**src/rtl/bsg_host_req_credit_fifo.sv**
```systemverilog
// bsg_host_req_credit_fifo
//   Credit-limited request buffer between the host DPI endpoint and the manycore
//   io link. Requests are held until tag programming completes, then released
//   while fewer than max_credits_p requests are outstanding. A level drain
//   request stops intake and reports fence_done_o once everything has been sent
//   and every credit has come back.
//   Optional feature: define BSG_HOST_REQ_STATS_EN to add the saturating
//   sent_cnt_o / stall_cnt_o statistics counters (and the stat_width_p parameter).
module bsg_host_req_credit_fifo #(
  parameter int width_p       = 128,
  parameter int els_p         = 4,
  parameter int max_credits_p = 16
`ifdef BSG_HOST_REQ_STATS_EN
  , parameter int stat_width_p = 32
`endif
) (
  input  logic                                 clk_i,
  input  logic                                 reset_n_i,
  input  logic                                 reset_done_i,
  input  logic                                 req_v_i,
  input  logic [width_p-1:0]                   req_data_i,
  output logic                                 req_ready_o,
  output logic                                 req_v_o,
  output logic [width_p-1:0]                   req_data_o,
  input  logic                                 req_yumi_i,
  input  logic                                 credit_v_i,
  input  logic                                 drain_i,
  output logic                                 fence_done_o,
  output logic [$clog2(max_credits_p+1)-1:0]   credits_used_o,
  output logic                                 err_o
`ifdef BSG_HOST_REQ_STATS_EN
  , output logic [stat_width_p-1:0]            sent_cnt_o
  , output logic [stat_width_p-1:0]            stall_cnt_o
`endif
);

  localparam int idx_w  = $clog2(els_p);
  localparam int ptr_w  = idx_w + 1;
  localparam int cred_w = $clog2(max_credits_p + 1);
  localparam logic [cred_w-1:0] max_cred = cred_w'(max_credits_p);

  typedef enum logic [1:0] {
    WAIT  = 2'd0,
    RUN   = 2'd1,
    DRAIN = 2'd2
  } state_e;

  state_e             state_r;
  logic [ptr_w-1:0]   wptr_r;
  logic [ptr_w-1:0]   rptr_r;
  logic [cred_w-1:0]  credits_r;
  logic               err_r;
  logic [width_p-1:0] mem_r [els_p];

  logic empty;
  logic full;
  logic credits_avail;
  logic enq;
  logic deq;
  logic yumi_err;
  logic credit_err;

  // Wrap bit distinguishes full from empty when the indices coincide.
  assign empty         = (wptr_r == rptr_r);
  assign full          = (wptr_r[ptr_w-1] != rptr_r[ptr_w-1]) &&
                         (wptr_r[idx_w-1:0] == rptr_r[idx_w-1:0]);
  assign credits_avail = (credits_r < max_cred);

  assign req_ready_o  = (state_r == RUN) & ~full;
  assign req_v_o      = ~empty & credits_avail & (state_r != WAIT);
  assign req_data_o   = mem_r[rptr_r[idx_w-1:0]];
  assign fence_done_o = (state_r == DRAIN) & empty & (credits_r == '0);

  assign enq        = req_v_i & req_ready_o;
  assign deq        = req_yumi_i & req_v_o;
  // Illegal events are flagged and otherwise ignored.
  assign yumi_err   = req_yumi_i & ~req_v_o;
  assign credit_err = credit_v_i & (credits_r == '0) & ~deq;

  assign credits_used_o = credits_r;
  assign err_o          = err_r;

  // Packet storage; no reset, contents only meaningful between the pointers.
  always_ff @(posedge clk_i) begin
    if (enq) mem_r[wptr_r[idx_w-1:0]] <= req_data_i;
  end

  // Control: FSM, pointers, credit counter and sticky error flag.
  always_ff @(posedge clk_i or negedge reset_n_i) begin
    if (!reset_n_i) begin
      state_r   <= WAIT;
      wptr_r    <= '0;
      rptr_r    <= '0;
      credits_r <= '0;
      err_r     <= 1'b0;
    end else begin
      case (state_r)
        WAIT:    if (reset_done_i) state_r <= RUN;
        RUN:     if (drain_i)      state_r <= DRAIN;
        DRAIN:   if (!drain_i)     state_r <= RUN;
        default: state_r <= WAIT;
      endcase

      if (enq) wptr_r <= wptr_r + ptr_w'(1);
      if (deq) rptr_r <= rptr_r + ptr_w'(1);

      // A send and a returned credit in the same cycle cancel out.
      if (deq && !credit_v_i)
        credits_r <= credits_r + cred_w'(1);
      else if (!deq && credit_v_i && (credits_r != '0))
        credits_r <= credits_r - cred_w'(1);

      if (yumi_err || credit_err) err_r <= 1'b1;
    end
  end

`ifdef BSG_HOST_REQ_STATS_EN
  logic [stat_width_p-1:0] sent_cnt_r;
  logic [stat_width_p-1:0] stall_cnt_r;
  logic                    stall;

  function automatic logic [stat_width_p-1:0] sat_inc(input logic [stat_width_p-1:0] v);
    return (&v) ? v : v + stat_width_p'(1);
  endfunction

  assign stall       = ~empty & (credits_r == max_cred);
  assign sent_cnt_o  = sent_cnt_r;
  assign stall_cnt_o = stall_cnt_r;

  // Saturating statistics: packets sent and cycles stalled on credits.
  always_ff @(posedge clk_i or negedge reset_n_i) begin
    if (!reset_n_i) begin
      sent_cnt_r  <= '0;
      stall_cnt_r <= '0;
    end else begin
      if (deq)   sent_cnt_r  <= sat_inc(sent_cnt_r);
      if (stall) stall_cnt_r <= sat_inc(stall_cnt_r);
    end
  end
`endif

endmodule
```
**config.mk**
```make
export PLATFORM = sky130hd
export DESIGN_NAME = bsg_host_req_credit_fifo
export DESIGN_NICKNAME = d
export VERILOG_FILES = /design/src/rtl/bsg_host_req_credit_fifo.sv
export SDC_FILE = /design/constraint.sdc
export NUM_CORES = 1
export LEC_CHECK = 0
export CORE_AREA = 2 2 281 283
export DETAILED_ROUTE_END_ITERATION = 6
export DIE_AREA = 0 0 283 285
export PLACE_DENSITY = 0.4
export SETUP_SLACK_MARGIN = 0.15
export SYNTH_ARGS = -nofsm -noshare
export SYNTH_HDL_FRONTEND = slang
export SYNTH_SLANG_ARGS = --single-unit
```
**constraint.sdc**
```tcl
create_clock -name clk_i -period 6.3 [get_ports clk_i]
set_clock_uncertainty 0.05 [all_clocks]
set_input_delay 0.63 -clock clk_i [delete_from_list [all_inputs] [get_ports clk_i]]
set_output_delay 0.63 -clock clk_i [all_outputs]
set_load 0.005 [all_outputs]
```
# After elaboration in Yosys (flattened, before gate mapping)
# Memory sizes are Yosys's and may differ from the RTL's.
# Cells that the tools add are included.
# W data, S select, Z words.
[word_totals] reg_bits=14 ram_bits=512 output_inout_bits=137 n_memories=1
[memory_table] memory="mem_r" depth=4 width=128 rd=1 rd_clocked_by_memory_dff=0 write_ports=1 line="53" rtl="logic [width_p-1:0] mem_r [els_p];"
[classes] n_addsub=4 n_lt_le_gt_ge=1 n_eq_ne=8 mux=8 bitwise_logic=14 reduce_logical=13
[op_table] operator="$and A1 B1 Y1" n=10
[op_table] operator="$mux W5" n=2
[op_table] operator="$add A3 B1 Y3 const B" n=2
[op_table] operator="$mux W2" n=3
[op_table] operator="$ne A2 B2 Y1 const B" n=3
[op_table] operator="$pmux W2 S3" n=1
[op_table] operator="$add A5 B1 Y5 const B" n=1
[op_table] operator="$logic_not A5 Y1" n=1
[op_table] operator="$lt A5 B5 Y1 const B" n=1
[op_table] operator="$reduce_bool A5 Y1" n=1
[op_table] operator="$sub A5 B1 Y5 const B" n=1
[op_table] operator="$logic_and A1 B1 Y1" n=4
[op_table] operator="$not A1 Y1" n=4
[op_table] operator="$reduce_bool A2 Y1" n=2
[op_table] operator="$eq A3 B3 Y1" n=1
[op_table] operator="$reduce_and A3 Y1" n=1
[op_table] operator="$eq A2 B1 Y1 const B" n=1
[op_table] operator="$eq A2 B2 Y1" n=1
[op_table] operator="$eq A2 B2 Y1 const B" n=1
[op_table] operator="$logic_not A1 Y1" n=2
[op_table] operator="$logic_not A2 Y1" n=1
[op_table] operator="$mux W1" n=2
[op_table] operator="$logic_or A1 B1 Y1" n=1
[op_table] operator="$ne A1 B1 Y1" n=1

# Logic depth before layout (Yosys ltp)
# Gate-level depths: netlist of the first run.
[logic_depth] ltp_word=10 depth_mapped=10 depth_no_buf=9

# Worst setup path before layout of the first run
# Ideal clock, no wire load.
[synth_path] path_type="register to register" from="register rptr_r[0]" to="memory mem_r[3][0] (enable)" setup_ns=0.504 arrival_time_ns=4.154 slack_ns=1.593 path_stages_with_launch=5 period_less_slack_ns=4.707 path_cell_list="dfrtp_1 > buf_2 > xnor2_1 > a311oi_2 > and2_1"
[synth_via] elab_chain_cells=7
[synth_rtl] element="start: declaration" line="50" rtl="logic [ptr_w-1:0] rptr_r;"
[synth_rtl] element="start signal: assignment" line="105" rtl="if (deq) rptr_r <= rptr_r + ptr_w'(1);"
[synth_rtl] element="$eq A2 B2 Y1" line="66" rtl="(wptr_r[idx_w-1:0] == rptr_r[idx_w-1:0]);"
[synth_rtl] element="$logic_and A1 B1 Y1" line="65" rtl="assign full = (wptr_r[ptr_w-1] != rptr_r[ptr_w-1]) &&"
[synth_rtl] element="$not A1 Y1" line="69" rtl="assign req_ready_o = (state_r == RUN) & ~full;"
[synth_rtl] element="$and A1 B1 Y1" line="69"
[synth_rtl] element="$and A1 B1 Y1" line="74" rtl="assign enq = req_v_i & req_ready_o;"
[synth_rtl] element="$mux W1" line="85" rtl="if (enq) mem_r[wptr_r[idx_w-1:0]] <= req_data_i;"
[synth_rtl] element="$mux W1 (implied by the code)" line="85"
[synth_rtl] element="end: declaration" line="53"
# Every way passes these cells.

# Worst setup path after layout of the first run
[layout_path] from="register rptr_r[0]" to="output req_data_o[40]"
[layout_via] elab_chain_cells=1
[layout_rtl] element="$mem_v2 Z4 W128"
[layout_rtl] element="end: declaration" line="24" rtl="output logic [width_p-1:0] req_data_o,"
# Every way passes these cells.

==> flow_summary.toml, run 1 <==
[status]
status = "finished clean"

[global_route]
antenna_found_initial = 10
use_met1_pct = 13.9
grt.busiest_layer = "met2"
grt_usage_pct = 11.0
grt_pass1_vias = 9767
grt_util_met3_pct = 4.54
grt-ovfl-total = 0
grt_pass1_wl_um = 66800
grtUsageMet2_pct = 17.5
grt_max_degree = 74

[worst_setup_path]
crit_end = "req_data_o[40]"
cp_data_arrival_time_ps = 3510
crit-reg2reg-launch = "rptr_r[0]"
start_kind = "flop"
r2r_setup_slack_ps = 2700
end_kind = "primary output"
r2r-end = "mem_r[3][12]"
reg2reg_depth = 4
cp.required_ps = 5620
crit_fanout = 37
cp-startpoint = "rptr_r[0]"
worstSetupPathType = "flop to primary output"

[timing]
finalHoldViolCount = 0
rsz0062_at_grt = "false"
worstMarginPinSlew_ps = 923
setup_viol = 0
maxSlewViolCount = 0
fmax_ghz = 0.239
slew_headroom_pct = 38.4
finalCritPeriodShare_pct = 66.4
layout_min_cycle_time_ps = 4190
setup_tns_ps = 0

[drt]
first_iter_violations = 456
drt-total-wl_um = 44800
wl_per_cell_um = 20.6
drc = 0
viasPerCell = 4.09
dr_total_vias = 8880
drtAntennaViolNets = 0
first_pass_iters = 4

[synthesis]
synth_compound_area_share_pct = 0.687
ys_ff_latch = 526
syn_nets = 903
yosys.area_share.xor_xnor_pct = 0.499
avgSynthCellArea_um2 = 25.5
synth_top_family_by_area = "multiplexers"
yosys.area_share.simple_pct = 0.518
synth-adder-area-share_pct = 0.687
synth.yosys.seq_area_share_pct = 81.4
postSynthCellCount = 758
yosysWarnings = 0
yosys-mux-area-fraction_pct = 15.3
synthesis.area_um2 = 19300
synth_cell_types = 35

[floorplan]
row_count = 103
ios = 272
die_w_um = 283
die_h_um = 285
coreArea_um2 = 78000
start_util_pct = 24.8
dieArea_um2 = 80700

[placed_design]
hpwl_um = 26500
placed_cell_area_um2 = 23400
place.gp.congestion = 0.656
numPortBuffers = 271

[clock_network]
cts.clk_slew.worst_paths_ps = 60
cts_tree = "built"
ctsResizeCount = 0
cts-root-buf = "clkbuf_16"
clk_path_buf_depth = 3
post-cts-setup-buffers = 0
insertion_delay_ps = 610
htree_levels = 2
cts_hold_buf = 0
cts_made_buffers = 59
cts.sinks = 526

[cells_and_area]
layout_common_cells = "512 x edfxtp_1, 271 x clkdlybuf4s50_1, 128 x mux4_2, 60 x clkbuf_16, 18 x clkbuf_1"
fin_area_um2 = 25200
fin_util_pct = 32.4
area_delta_synth_final_pct = 30.6
final_common_cell = "edfxtp_1"
num-nets-final = 1219
n_antenna_cell = 0
drive_gt1_share_pct = 20.9

[pwr]
power_leakage_nw = 7.92
p_per_area_nw_per_um2 = 435
peakVddDrop_mv = 0.210

[job]
maxCapViolCount = 0

[min_path]
hp-class = "input port to asynchronous set/reset pin"
-- state kept, by name, summed over array words and instances (netlist names) --
register and flops:
rptr_r 3, wptr_r 3, state_r 2, mem_r 512, credits_used_o 5, err_o 1
-- through the flow --
stage,setup slack [ps],total power [mW],instances,hold slack [ps]
6_report,2110,11.0,2172,398
2_1_floorplan,1590,6.21,758,284
4_1_cts,1910,11.3,2172,382
5_1_grt,1790,11.6,2172,427
3_3_place_gp,2580,7.96,2063,413
3_5_place_dp,2540,7.97,2063,413
-- power breakdown --
part / switching, mW / leakage [nW] / internal (mW)
clock: 1.37 / 0.882 / 1.87
sequential: 0.259 / 4.79 / 4.30
combinational: 1.35 / 2.25 / 1.85
-- cell usage after synthesis --
| master | instances | area [µm²] |
|---|---|---|
| nor4_1 | 1 | 6.26 |
| o21ai_0 | 2 | 10.0 |
| mux2i_1 | 2 | 20.0 |
| buf_2 | 14 | 70.1 |
| a21o_1 | 1 | 7.51 |
| mux2_1 | 1 | 11.3 |
| a311oi_2 | 1 | 15.0 |
| fa_1 | 1 | 20.0 |
| edfxtp_1 | 512 | 15400 |
| dfrtp_1 | 14 | 350 |
| o21a_1 | 2 | 15.0 |
| a311o_1 | 1 | 10.0 |
| a21oi_1 | 2 | 10.0 |
| a31oi_1 | 2 | 12.5 |
| nand3_1 | 3 | 15.0 |
| ha_1 | 9 | 113 |
| or4_1 | 1 | 7.51 |
| mux2_4 | 3 | 45.0 |
| and2_1 | 4 | 25.0 |
| and3_1 | 1 | 6.26 |
| o2111ai_1 | 1 | 8.76 |
| inv_1 | 11 | 41.3 |
| mux4_2 | 128 | 2880 |
| xnor2_1 | 7 | 61.3 |
| nand2b_1 | 3 | 18.8 |
| nor2b_1 | 1 | 6.26 |
| o21ai_1 | 2 | 10.0 |
| a2111o_1 | 1 | 11.3 |
| buf_1 | 1 | 3.75 |
| a211o_1 | 1 | 8.76 |
| nand2_1 | 4 | 15.0 |
| xor2_1 | 4 | 35.0 |
| o22ai_1 | 1 | 6.26 |
| clkbuf_1 | 15 | 56.3 |
| o21bai_1 | 1 | 7.51 |
-- worst min-delay path by stage --
stage                         to  cells past startpoint  slack (ps)       from
6_report       credits_used_o[2]                      1         400  reset_n_i
5_1_grt        credits_used_o[2]                      1         430  reset_n_i
4_1_cts        credits_used_o[2]                      1         380  reset_n_i
3_5_place_dp               err_o                      1         410      err_o
3_3_place_gp               err_o                      1         410      err_o
2_1_floorplan  credits_used_o[0]                      0         280  reset_n_i
-- cells by family after synthesis --
logic type                 Yosys count
DFF                                526
muxes                              134
buffers and inverters               41
AOI/OAI and AO/OA                   18
and+or+nand+nor                     18
xor gates and xnor gates            11
adders and majority gates           10
-- final cells by class --
class	count	area (µm²)
clock buffer	78	1570
clock inverter	31	245
fill	7461	52700
inverter	11	41.3
multi-input combinational	191	3430
sequential	526	15700
tap	1050	1310
timing repair buffer	285	2910
-- metal layers --
layer	vias up	routed length, µm
li1	3898	-
met1	4637	18900
met2	233	21000
met3	92	3680
met4	20	1020
met5	-	127
-- worst max-delay path, stage by stage, from the launching register on --
cell and delay (ps):
dfrtp_4 940, buf_4 750, mux4_2 600, clkdlybuf4s50_1 490
(Power assumes the default switching activity.)
==> inputs of run 2 (changes only) <==
clock period = 3.9 ns   (was 6.3 ns; I/O delays follow)
==> flow_summary.toml, run 2 (same netlist as run 1, synthesis figures left out) <==
[placed_design]
numPortBuffers = 271
place.gp.congestion = 0.668
hpwl_um = 26100

[worst_setup_path]
cp.required_ps = 3460
path_cells = "buf_12, mux4_2, clkdlybuf4s50_1"
start_kind = "flop"
reg2reg_depth = 9
cpMaxStageDelayCell = "mux4_2"
r2r-end = "credits_used_o[4]"
cpPeakStageDelay_ps = 600
worstSetupPathType = "flop to primary output"
end_kind = "primary output"
crit_fanout = 66
path_buf_inv = 2
crit-reg2reg-launch = "rptr_r[0]"
critPathTopFamily = "buffers and inverters"
cp_data_arrival_time_ps = 2760
r2r_setup_slack_ps = 1200

[pwr]
peakVddDrop_mv = 0.502
p_per_area_nw_per_um2 = 704
power_leakage_nw = 8.02

[timing]
setup_viol = 0
worstMarginPinSlew_ps = 953
maxSlewViolCount = 0
layout_min_cycle_time_ps = 3200
setup_tns_ps = 0
fmax_ghz = 0.312
finalHoldViolCount = 0
rsz0062_at_grt = "false"
slew_headroom_pct = 36.4
fin_worst_hold_slack_ps = 169
finalCritPeriodShare_pct = 82.1

[global_route]
grt_pass1_vias = 9622
grt-ovfl-total = 0
antenna_found_initial = 5
grt_usage_pct = 10.9
grt_pass1_wl_um = 65700
grt_max_degree = 131

[floorplan]
die_w_um = 283
coreArea_um2 = 78000
die_h_um = 285
dieArea_um2 = 80700
start_util_pct = 24.8
ios = 272
row_count = 103

[cells_and_area]
num-nets-final = 1229
drive_gt1_share_pct = 21.4
area_delta_synth_final_pct = 31.8
largest_reg_flops = 512
layout_common_cells = "512 x edfxtp_1, 271 x clkdlybuf4s50_1, 128 x mux4_2, 59 x clkbuf_16, 17 x buf_12"
final_common_cell = "edfxtp_1"
n_antenna_cell = 0

[drt]
first_pass_iters = 4
wl_per_cell_um = 20.3
dr_total_vias = 8864
first_iter_violations = 463
drc = 0
viasPerCell = 4.07
drtAntennaViolNets = 0
drt-total-wl_um = 44300

[clock_network]
insertion_delay_ps = 590
htree_levels = 2
ctsResizeCount = 0
cts_made_buffers = 59
cts.clk_slew.worst_paths_ps = 60
cts-root-buf = "clkbuf_16"
clk_path_buf_depth = 3
post-cts-setup-buffers = 0
cts.sinks = 526
cts_tree = "built"
cts_hold_buf = 0

[min_path]
hp-class = "input port to asynchronous set/reset pin"

[status]
status = "finished clean"

[job]
maxCapViolCount = 0
run 2: final cells by class:
| type | instances | area, µm² |
|---|---|---|
| Sequential cell | 526 | 15700 |
| Inverter | 11 | 41.3 |
| Clock buffer | 72 | 1530 |
| Clock inverter | 34 | 309 |
| Multi-Input combinational cell | 191 | 3430 |
| Timing Repair Buffer | 295 | 3110 |
| Tap cell | 1050 | 1310 |
| Fill cell | 7384 | 52500 |
run 2: layer usage:
metal / track usage (%) / share of wire (%)
met1: 13.9 / 43
met2: 17.1 / 47
met3: 4.29 / 8.1
met4: 2.90 / 2.2
met5: 0 / 0.13
run 2: worst max-delay path by stage:
stage	start	to	slack, ps	cells past startpoint
after floorplan	rptr_r[0]	mem_r[3][0]	610	4
after global placement	req_v_i	mem_r[2][29]	1160	5
after detailed placement	rptr_r[1]	credits_used_o[4]	1200	9
after CTS	rptr_r[0]	req_data_o[86]	600	3
after global routing	rptr_r[0]	req_data_o[61]	490	3
final	rptr_r[0]	req_data_o[86]	700	3
run 2: power breakdown:
part | internal (mW) | switching, mW | total (mW)
combinational | 3.08 | 2.41 | 5.49
sequential | 6.94 | 0.195 | 7.14
clock | 3.09 | 2.21 | 5.30
run 2: metrics by stage:
step | util (%) | cell area [µm²] | cells | power [mW] | setup slack [ps]
2_1_floorplan | - | 19300 | 758 | 9.99 | 612
3_3_place_gp | 30.3 | 23600 | 2073 | 13.0 | 1160
3_5_place_dp | 30.3 | 23600 | 2073 | 13.0 | 1200
4_1_cts | 32.7 | 25500 | 2179 | 18.4 | 600
5_1_grt | 32.7 | 25500 | 2179 | 18.9 | 492
6_report | 32.7 | 25500 | 2179 | 17.9 | 699
